[config.mk]
export PLATFORM = sky130hd
export DESIGN_NAME = alarm_controller
export DESIGN_NICKNAME = d
export VERILOG_FILES = /design/src/rtl/alarm_controller.sv
export SDC_FILE = /design/constraint.sdc
export NUM_CORES = 1
export LEC_CHECK = 0
export ABC_AREA = 0
export CELL_PAD_IN_SITES_DETAIL_PLACEMENT = 0
export CELL_PAD_IN_SITES_GLOBAL_PLACEMENT = 1
export CORE_MARGIN = 8
export CORE_UTILIZATION = 40
export CTS_CLUSTER_DIAMETER = 200
export CTS_CLUSTER_SIZE = 28
export DETAILED_ROUTE_END_ITERATION = 10
export PLACE_DENSITY_LB_ADDON = 0.12
export SYNTH_ARGS = -nofsm -noshare
export SYNTH_HDL_FRONTEND = slang
export SYNTH_SLANG_ARGS = --single-unit
[constraint.sdc]
create_clock -name clock -period 1.9 [get_ports clock]
set_input_delay 0.19 -clock clock [delete_from_list [all_inputs] [get_ports clock]]
set_output_delay 0.19 -clock clock [all_outputs]
set_load 0.02 [all_outputs]
[src/rtl/alarm_controller.sv]
// Car-alarm supervisory FSM: owns the four time parameters, requests timer loads
// and drives siren, status LED and the display state code.
module alarm_controller (
    input  logic       clock,
    input  logic       reset,
    input  logic       ignition,
    input  logic       door_driver,
    input  logic       door_pass,
    input  logic       reprogram,
    input  logic [1:0] time_param_sel,
    input  logic [3:0] time_value,
    input  logic       expired,
    input  logic       one_hz_enable,
    output logic       start_timer,
    output logic [3:0] value,
    output logic       siren,
    output logic       status_led,
    output logic [2:0] state_code
);

    typedef enum logic [2:0] {
        S_ARMED      = 3'd0,
        S_TRIGGERED  = 3'd1,
        S_ALARM      = 3'd2,
        S_DISARMED   = 3'd3,
        S_WAIT_OPEN  = 3'd4,
        S_WAIT_CLOSE = 3'd5,
        S_ARM_DELAY  = 3'd6
    } state_t;

    localparam logic [1:0] SEL_ARM_DELAY = 2'd0;
    localparam logic [1:0] SEL_DRIVER    = 2'd1;
    localparam logic [1:0] SEL_PASSENGER = 2'd2;
    localparam logic [1:0] SEL_ALARM_ON  = 2'd3;

    function automatic logic [3:0] default_param(input logic [1:0] sel);
        case (sel)
            SEL_ARM_DELAY: default_param = 4'd6;
            SEL_DRIVER:    default_param = 4'd8;
            SEL_PASSENGER: default_param = 4'd15;
            default:       default_param = 4'd10;
        endcase
    endfunction

    state_t     state_q, state_d;
    logic       start_q, start_d;
    logic [3:0] value_q, value_d;
    logic       siren_q, siren_d;
    logic       led_q, led_d;
    logic       holdoff_q;
    logic [3:0] param_q [4];

    logic expired_ok;
    logic door_open;

    // The timer still shows the old count during the load cycle and the one after it.
    assign expired_ok = expired & ~start_q & ~holdoff_q;
    assign door_open  = door_driver | door_pass;

    always_comb begin
        state_d = state_q;
        start_d = 1'b0;
        value_d = value_q;

        if (reprogram) begin
            state_d = S_ARMED;
        end else begin
            case (state_q)
                S_ARMED: begin
                    if (door_driver) begin
                        state_d = S_TRIGGERED;
                        start_d = 1'b1;
                        value_d = param_q[SEL_DRIVER];
                    end else if (door_pass) begin
                        state_d = S_TRIGGERED;
                        start_d = 1'b1;
                        value_d = param_q[SEL_PASSENGER];
                    end
                end
                S_TRIGGERED: begin
                    if (ignition) begin
                        state_d = S_DISARMED;
                    end else if (expired_ok) begin
                        state_d = S_ALARM;
                        start_d = 1'b1;
                        value_d = param_q[SEL_ALARM_ON];
                    end
                end
                S_ALARM: begin
                    if (ignition) begin
                        state_d = S_DISARMED;
                    end else if (expired_ok) begin
                        if (door_open) begin
                            start_d = 1'b1;
                            value_d = param_q[SEL_ALARM_ON];
                        end else begin
                            state_d = S_ARMED;
                        end
                    end
                end
                S_DISARMED: begin
                    if (!ignition) state_d = S_WAIT_OPEN;
                end
                S_WAIT_OPEN: begin
                    if (ignition)         state_d = S_DISARMED;
                    else if (door_driver) state_d = S_WAIT_CLOSE;
                end
                S_WAIT_CLOSE: begin
                    if (ignition) begin
                        state_d = S_DISARMED;
                    end else if (!door_open) begin
                        state_d = S_ARM_DELAY;
                        start_d = 1'b1;
                        value_d = param_q[SEL_ARM_DELAY];
                    end
                end
                S_ARM_DELAY: begin
                    if (ignition)        state_d = S_DISARMED;
                    else if (door_open)  state_d = S_WAIT_CLOSE;
                    else if (expired_ok) state_d = S_ARMED;
                end
                default: state_d = S_ARMED;
            endcase
        end

        siren_d = (state_d == S_ALARM);

        // LED is forced on when ARMED is (re)entered, then blinks on the 1 Hz tick.
        case (state_d)
            S_ARMED: begin
                if (state_q != S_ARMED || reprogram) led_d = 1'b1;
                else if (one_hz_enable)              led_d = ~led_q;
                else                                 led_d = led_q;
            end
            S_TRIGGERED, S_ALARM: led_d = 1'b1;
            default:              led_d = 1'b0;
        endcase
    end

    always_ff @(posedge clock or posedge reset) begin
        if (reset) begin
            state_q   <= S_ARMED;
            start_q   <= 1'b0;
            value_q   <= '0;
            siren_q   <= 1'b0;
            led_q     <= 1'b0;
            holdoff_q <= 1'b0;
            for (int unsigned i = 0; i < 4; i++) begin
                param_q[i] <= default_param(2'(i));
            end
        end else begin
            state_q   <= state_d;
            start_q   <= start_d;
            value_q   <= value_d;
            siren_q   <= siren_d;
            led_q     <= led_d;
            holdoff_q <= start_q;
            if (reprogram) begin
                param_q[time_param_sel] <= (time_value == '0) ? default_param(time_param_sel)
                                                              : time_value;
            end
        end
    end

    assign start_timer = start_q;
    assign value       = value_q;
    assign siren       = siren_q;
    assign status_led  = led_q;
    assign state_code  = state_q;

endmodule

==> results.md, run 1 <==
* Status: finished clean
* Yosys reg bits at 27
* DR WL met2 at approximately 1700 um
* Ant. Diodes at 0
* Largest net degree at the start of global routing at 28
* Area after DPL at between 0.0015 and 0.002 mm2
* Site Rows at 22
* Xor and xnor fraction of the mapped netlist area at 0.0118
* Part of the cycle the worst path needs at 0.915
* Critical path class: reg2reg
* Die Span Y at ~77 um
* Postcts setup bufs at 0
* Final instance area at roughly 0.0019 mm2
* Share of cells above drive strength 1 at 0.272
* First-pass GRT wire length at around 5700 um
* CP Launch Type: flip-flop
* Hold crit path type: in2async
* Post-Syn Area at ~0.0015 mm2
* R2R Setup Slk at about 0.16 ns
* RSZ-0062 raised after global routing: false
* CTS tree: yes
* DR top layer: met4
* Worst Tran Pin Value at roughly 0.71 ns
* Maxcap violations at 0
* Sequential-to-total area share from yosys stat at 0.464
* H-tree depth at 1
* WP data arrival at 1.90 ns
* CTS root buffer: clkbuf_8
* Total Wirelength at about 3400 um
* Crit path max fanout at 17
* Crit end category: flip-flop
* Hold_buf cts at 0
* Synthesized area per cell at 10.9 um2
* Syn Nets at 150
* Detailed Routing Iterations Pass 1 at 4
* Worst r2r src: state_code[0]$_DFF_PP0_
* I/O Buffers at 23
* Largest family of logic cells by synthesized area: compound AO/OA/AOI/OAI gates
* Fmax at around 580 MHz
* M1 wire length at about 1500 um
* Async SR Flop Fraction at 1.00
* Final hold vios at 0
* Simple-gate share of the synthesized area at 0.160
* Fin Clk Skew at about 0.0019 ns
* Die ar. at slightly below 0.006 mm2
* Iter 0 DRT Violations at 34
* WP data required at just over 2 ns
* Remaining Overflow, GRT at 0
* Overall Global Routing Usage at 0.116
* CTS Buffer Depth at 2
* Starting Density at 0.410
* Via count of the first global-routing pass at around 1,200
* Final net count at 184
* Dpl hpwl at 2600 um
* CTS clk-pin slew, worst paths at ~0.09 ns
* Worst relative slew slack at 0.520
* EDFF count, synth at 0
* Post-synthesis cell type count at 47
* Syn Inst Count at 136
* Synth Flop Type: dfrtp_1
* Gp weighted congestion at roughly 0.80
* Chip width at approximately 77 um
* Vias at around 1,200
* Compound-gate portion of the synthesized area at 0.205
* Worst reg2reg endpoint: value[0]$_DFFE_PP0P_
* Post_cts resized at 0
* Core ar. at 0.00361 mm2
* Met3 WL at 125 um
* Hold slack at 0.265 ns
* Clk Latency, worst-skew pair at approximately 0.27 ns
* Antenna violations before repair at 0
* Mux share of post-synthesis cell area at 0.118
* CTS sink count at 27
* Slew Viols, Final at 0
* YS warnings at 0
* Finished Core Util at 0.518
* Leak at approximately 0.76 nW
* Reg2Reg Depth at 3
* Crit path time final at between 1.5 and 2 ns
* Post-Synth Adder-Cell Area at 0
* Max IR drop VDD at ~380 uV
* Final setup fails at 0
* Pwr dens at a little under 1000 mW/mm2
* DR DRC count at 0
* Vias/cell at 5.38
* Total CTS buffers at 3
* Layout area overhead at 26.3%
* Antenna-violating nets left at 0
* WL per Instance at ~16 um
* Ports at 24
[cell families (layout without fill, tap and decap cells)]
| family | after synthesis | count (layout) |
|---|---|---|
| AND/OR/NAND/NOR | 43 | 43 |
| AO/OA/AOI/OAI | 38 | 38 |
| flip-flops | 27 | 27 |
| multiplexers | 16 | 16 |
| buffers and inverters | 10 | 43 |
| XOR/XNOR | 2 | 2 |
[power by group]
group          switching (W)  leakage (nW)  internal, W
logic               0.000311         0.423     0.000344
clock network       0.000172        0.0228     0.000150
registers           0.000102         0.312     0.000724
[flip-flops by register name (all words and copies together) (netlist names)]
signal	flops
holdoff_q	1
start_timer	1
status_led	1
state_code	3
param_q	16
siren	1
value	4
[metrics by stage]
| step | cells | TNS [ns] | power, W | worst slack, ns |
|---|---|---|---|---|
| after floorplan | 136 | 0 | 0.00123 | 0.121 |
| after global placement | 213 | -0.261 | 0.00148 | -0.0591 |
| after CTS | 217 | 0 | 0.00181 | 0.0384 |
| after detailed placement | 213 | -0.469 | 0.00149 | -0.109 |
| after global routing | 217 | 0 | 0.00191 | 0.0465 |
| final | 217 | 0 | 0.00180 | 0.162 |
[cells in the final DEF, fill, tap and decap left out, drive strengths merged, types with 3 or more instances in the layout]
cell	instances
a21oi	6
a221oi	4
buf	12
clkbuf	4
clkdlybuf4s50	23
dfrtp	18
dfstp	9
inv	4
mux2	12
mux2i	4
nand2	9
nor2	8
nor3	7
nor3b	4
o21ai	10
o2bb2ai	3
[worst max-delay path by stage]
stage / start / endpoint / slack, ns / depth (start not counted)
floorplan: state_code[0]$_DFF_PP0_ / value[0]$_DFFE_PP0P_ / 0.12 / 6
global placement: ignition / value[3]$_DFFE_PP0P_ / -0.06 / 4
detailed placement: ignition / value[0]$_DFFE_PP0P_ / -0.11 / 4
CTS: state_code[0]$_DFF_PP0_ / value[0]$_DFFE_PP0P_ / 0.04 / 4
global route: state_code[0]$_DFF_PP0_ / value[1]$_DFFE_PP0P_ / 0.05 / 3
finish: state_code[0]$_DFF_PP0_ / value[0]$_DFFE_PP0P_ / 0.16 / 3
[cell type report]
| cell class | count | area, um2 |
|---|---|---|
| tap | 48 | 60.1 |
| sequential | 27 | 689 |
| clock buffer | 4 | 45.0 |
| timing repair buffer | 35 | 320 |
| inverter | 4 | 15.0 |
| fill | 344 | 1740 |
| multi-input combinational | 99 | 739 |
[cells in the mapped netlist, types with 2 or more instances]
library cell | n | area share
dfrtp_1 | 18 | 0.30
mux2_2 | 12 | 0.091
dfstp_2 | 9 | 0.16
nand2_1 | 9 | 0.023
o21ai_0 | 9 | 0.030
nor2_1 | 8 | 0.020
nor3_1 | 7 | 0.024
a21oi_1 | 6 | 0.020
inv_1 | 4 | 0.010
mux2i_1 | 4 | 0.027
nor3b_1 | 4 | 0.020
a221oi_1 | 3 | 0.018
o2bb2ai_1 | 3 | 0.018
a21o_1 | 2 | 0.010
buf_4 | 2 | 0.010
buf_6 | 2 | 0.015
nand3_1 | 2 | 0.0068
nand3b_1 | 2 | 0.010
nor4_1 | 2 | 0.0085
[worst max-delay path, stage by stage (launching register included)]
cell and delay, ns:
dfrtp_2 0.53, o311ai_0 0.69, a31oi_4 0.10, mux2_2 0.30
[per-layer routing]
layer | vias up | track usage
li1 | 575 | -
met1 | 572 | 0.140
met2 | 18 | 0.206
met3 | 2 | 0.0256
met4 | 0 | 0.0231
met5 | - | 0
No activity file was read; power rests on OpenSTA's default activity.
==> run 2, diff against run 1 <==
--- a/config.mk
+++ b/config.mk
@@ -8,12 +8,14 @@
 export ABC_AREA = 0
 export CELL_PAD_IN_SITES_DETAIL_PLACEMENT = 0
 export CELL_PAD_IN_SITES_GLOBAL_PLACEMENT = 1
+export CORE_ASPECT_RATIO = 0.9
 export CORE_MARGIN = 8
 export CORE_UTILIZATION = 40
 export CTS_CLUSTER_DIAMETER = 200
 export CTS_CLUSTER_SIZE = 28
 export DETAILED_ROUTE_END_ITERATION = 10
 export PLACE_DENSITY_LB_ADDON = 0.12
+export SLEW_MARGIN = 15
 export SYNTH_ARGS = -nofsm -noshare
 export SYNTH_HDL_FRONTEND = slang
 export SYNTH_SLANG_ARGS = --single-unit
==> constraint.sdc (replaced) <==
create_clock -name clock -period 2.2 [get_ports clock]
set_input_delay 0.22 -clock clock [delete_from_list [all_inputs] [get_ports clock]]
set_output_delay 0.22 -clock clock [all_outputs]
set_load 0.02 [all_outputs]
==> results.md, run 2 (synthesis results as in run 1) <==
* Status: finished clean (unchanged)
* Total Wirelength at 3360 um (about the same)
* Clk Latency, worst-skew pair at 0.27 ns (about the same)
* Critical path, cell by cell: clkdlybuf4s50_1 (was o311ai_0 > a31oi_4 > mux2_2)
* Layout area overhead at 22.9% (was 26.3%)
* Final net count at 179 (was 184)
* Pwr dens at 845 mW/mm2 (was 965 mW/mm2)
* Vias at 1,146 (was 1,167)
* CTS Buffer Depth at 2 (unchanged)
* Vias/cell at 5.46 (was 5.38)
* Post_cts resized at 0 (unchanged)
* Chip width at 80.1 um (was 76.8 um)
* Cell family with the largest share of critical-path delay: buffers and inverters (was compound AO/OA/AOI/OAI gates)
* Final setup fails at 0 (unchanged)
* Remaining Overflow, GRT at 0 (unchanged)
* Max IR drop VDD at 475 uV (was 378 uV)
* First-pass GRT wire length at 5790 um (was 5730 um)
* CTS clk-pin slew, worst paths at 0.09 ns (about the same)
* Core ar. at 0.00363 mm2 (was 0.00361 mm2)
* WP data required at 1.98 ns (was 2.06 ns)
* CP Launch Type: flip-flop (unchanged)
* DR DRC count at 0 (unchanged)
* Worst relative slew slack at 0.594 (was 0.520)
* H-tree depth at 1 (unchanged)
* Commonest non-fill, non-tap cell in the layout: clkdlybuf4s50_1 (unchanged)
* WP data arrival at 1.70 ns (was 1.90 ns)
* Final WS setup at 0.280 ns (was 0.162 ns)
* CTS sink count at 27 (unchanged)
* Pwr Total at 0.00154 W (was 0.00180 W)
* Maxcap violations at 0 (unchanged)
* Antenna-violating nets left at 0 (unchanged)
* Share of cells above drive strength 1 at 0.232 (was 0.272)
* Via count of the first global-routing pass at 1,160 (was 1,199)
* Clk pwr share at 0.178 (was 0.179)
* Die Span Y at 73.7 um (was 76.8 um)
* Top reg by flops: param_q (unchanged)
* Hold crit path type: in2async (unchanged)
* Sw power at 0.000495 W (was 0.000585 W)
* CP bufs+invs at 1 (was 0)
* CP peak stage delay at 0.72 ns (was 0.69 ns)
* Die ar. at 0.00591 mm2 (was 0.00590 mm2)
* Reg power frac at 0.460 (was 0.458)
* I/O Buffers at 23 (unchanged)
* Postcts setup bufs at 0 (unchanged)
* Crit path max fanout at 20 (was 17)
* Critical path class: reg2out (was reg2reg)
* Comb pwr share at 0.362 (was 0.363)
* Worst Tran Pin Value at 0.601 ns (was 0.711 ns)
* Leak at 0.731 nW (was 0.758 nW)
* Iter 0 DRT Violations at 57 (was 34)
* CTS root buffer: clkbuf_8 (unchanged)
* Fin Clk Skew at 0.00301 ns (was 0.00191 ns)
* Starting Density at 0.408 (was 0.410)
* Hold_buf cts at 0 (unchanged)
* Number of flip-flops in the largest register at 16 (unchanged)
* Largest net degree at the start of global routing at 28 (unchanged)
* Site Rows at 21 (was 22)
* Power Internal at 0.00104 W (was 0.00122 W)
* CP max stage cell: clkdlybuf4s50_1 (was o311ai_0)
* Crit end category: output port (was flip-flop)
* WL per Instance at 16.0 um (was 15.5 um)
* Setup Slack @ Placement at 0.106 ns (was -0.109 ns)
* Ports at 24 (unchanged)
* Hold slack at 0.299 ns (was 0.265 ns)
* Final hold vios at 0 (unchanged)
* RSZ-0062 raised after global routing: false (unchanged)
* Part of the cycle the worst path needs at 0.873
* Most frequent cells in the layout: 23 x clkdlybuf4s50_1, 18 x dfrtp_1, 12 x mux2_2 (was 23 x clkdlybuf4s50_1, 16 x dfrtp_1, 12 x mux2_2, 12 x buf_4)
* Total CTS buffers at 3 (unchanged)
* Slew Viols, Final at 0 (unchanged)
* Antenna violations before repair at 0 (unchanged)
* Overall Global Routing Usage at 0.124 (was 0.116)
* Gp weighted congestion at 0.855 (was 0.796)
* Sw Share at 0.322 (was 0.324)
* Fin Setup TNS at 0 ns (unchanged)
* Detailed Routing Iterations Pass 1 at 4 (unchanged)
* Ant. Diodes at 0 (unchanged)
* Fmax at between 500 and 600 MHz
* Dpl hpwl at 2560 um (was 2600 um)
* Crit path time final at around 1.9 ns
* CTS tree: yes (unchanged)
## run 2: cell count changes in the layout (fill, tap and decap cells not counted), sizes merged
cell  before  now
buf       12    7
## run 2: worst paths after layout
kind	from	end	slack (ns)	depth (start not counted)
worst max-delay path	state_code[0]$_DFF_PP0_	state_code[0]	0.28	1
min in group clock	start_timer$_DFF_PP0_	holdoff_q$_DFF_PP0_	0.44	0
max in group asynchronous	reset	param_q[6]$_DFFE_PP1P_	1.60	3
worst min register to register	start_timer$_DFF_PP0_	holdoff_q$_DFF_PP0_	0.44	0
worst max register to register	state_code[0]$_DFF_PP0_	status_led$_DFFE_PP0P_	0.34	4
worst min-delay path	reset	param_q[10]$_DFFE_PP0P_	0.30	3
## run 2: metrics by stage
| step | utilization | cell area (um2) | cells |
|---|---|---|---|
| 5_1_grt | 0.502 | 1820 | 210 |
| 3_5_place_dp | 0.489 | 1770 | 206 |
| 2_1_floorplan | - | 1480 | 136 |
| 6_report | 0.502 | 1820 | 210 |
| 4_1_cts | 0.502 | 1820 | 210 |
| 3_3_place_gp | 0.489 | 1770 | 206 |
## run 2: layer usage
layer | global-route usage | vias to the layer above | routed length [um]
met5 | 0 | - | 0
met4 | 0.0323 | 0 | 19
met3 | 0.0318 | 2 | 138
met2 | 0.193 | 15 | 1600
met1 | 0.166 | 562 | 1610
li1 | - | 567 | -
## run 2: cell type report
| type | count | area (um2) |
|---|---|---|
| sequential | 27 | 687 |
| fill | 349 | 1810 |
| timing repair buffer | 30 | 283 |
| inverter | 4 | 15.0 |
| tap | 46 | 57.6 |
| clock buffer | 4 | 45.0 |
| multi-input combinational | 99 | 732 |
## run 2: power groups by stage
| stage | logic [W] | clock network (W) | registers (W) |
|---|---|---|---|
| after floorplan | 0.000311 | 0 | 0.000748 |
| after global placement | 0.000556 | 0 | 0.000714 |
| after detailed placement | 0.000560 | 0 | 0.000718 |
| after CTS | 0.000563 | 0.000290 | 0.000710 |
| after global routing | 0.000613 | 0.000306 | 0.000726 |
| final | 0.000557 | 0.000274 | 0.000706 |
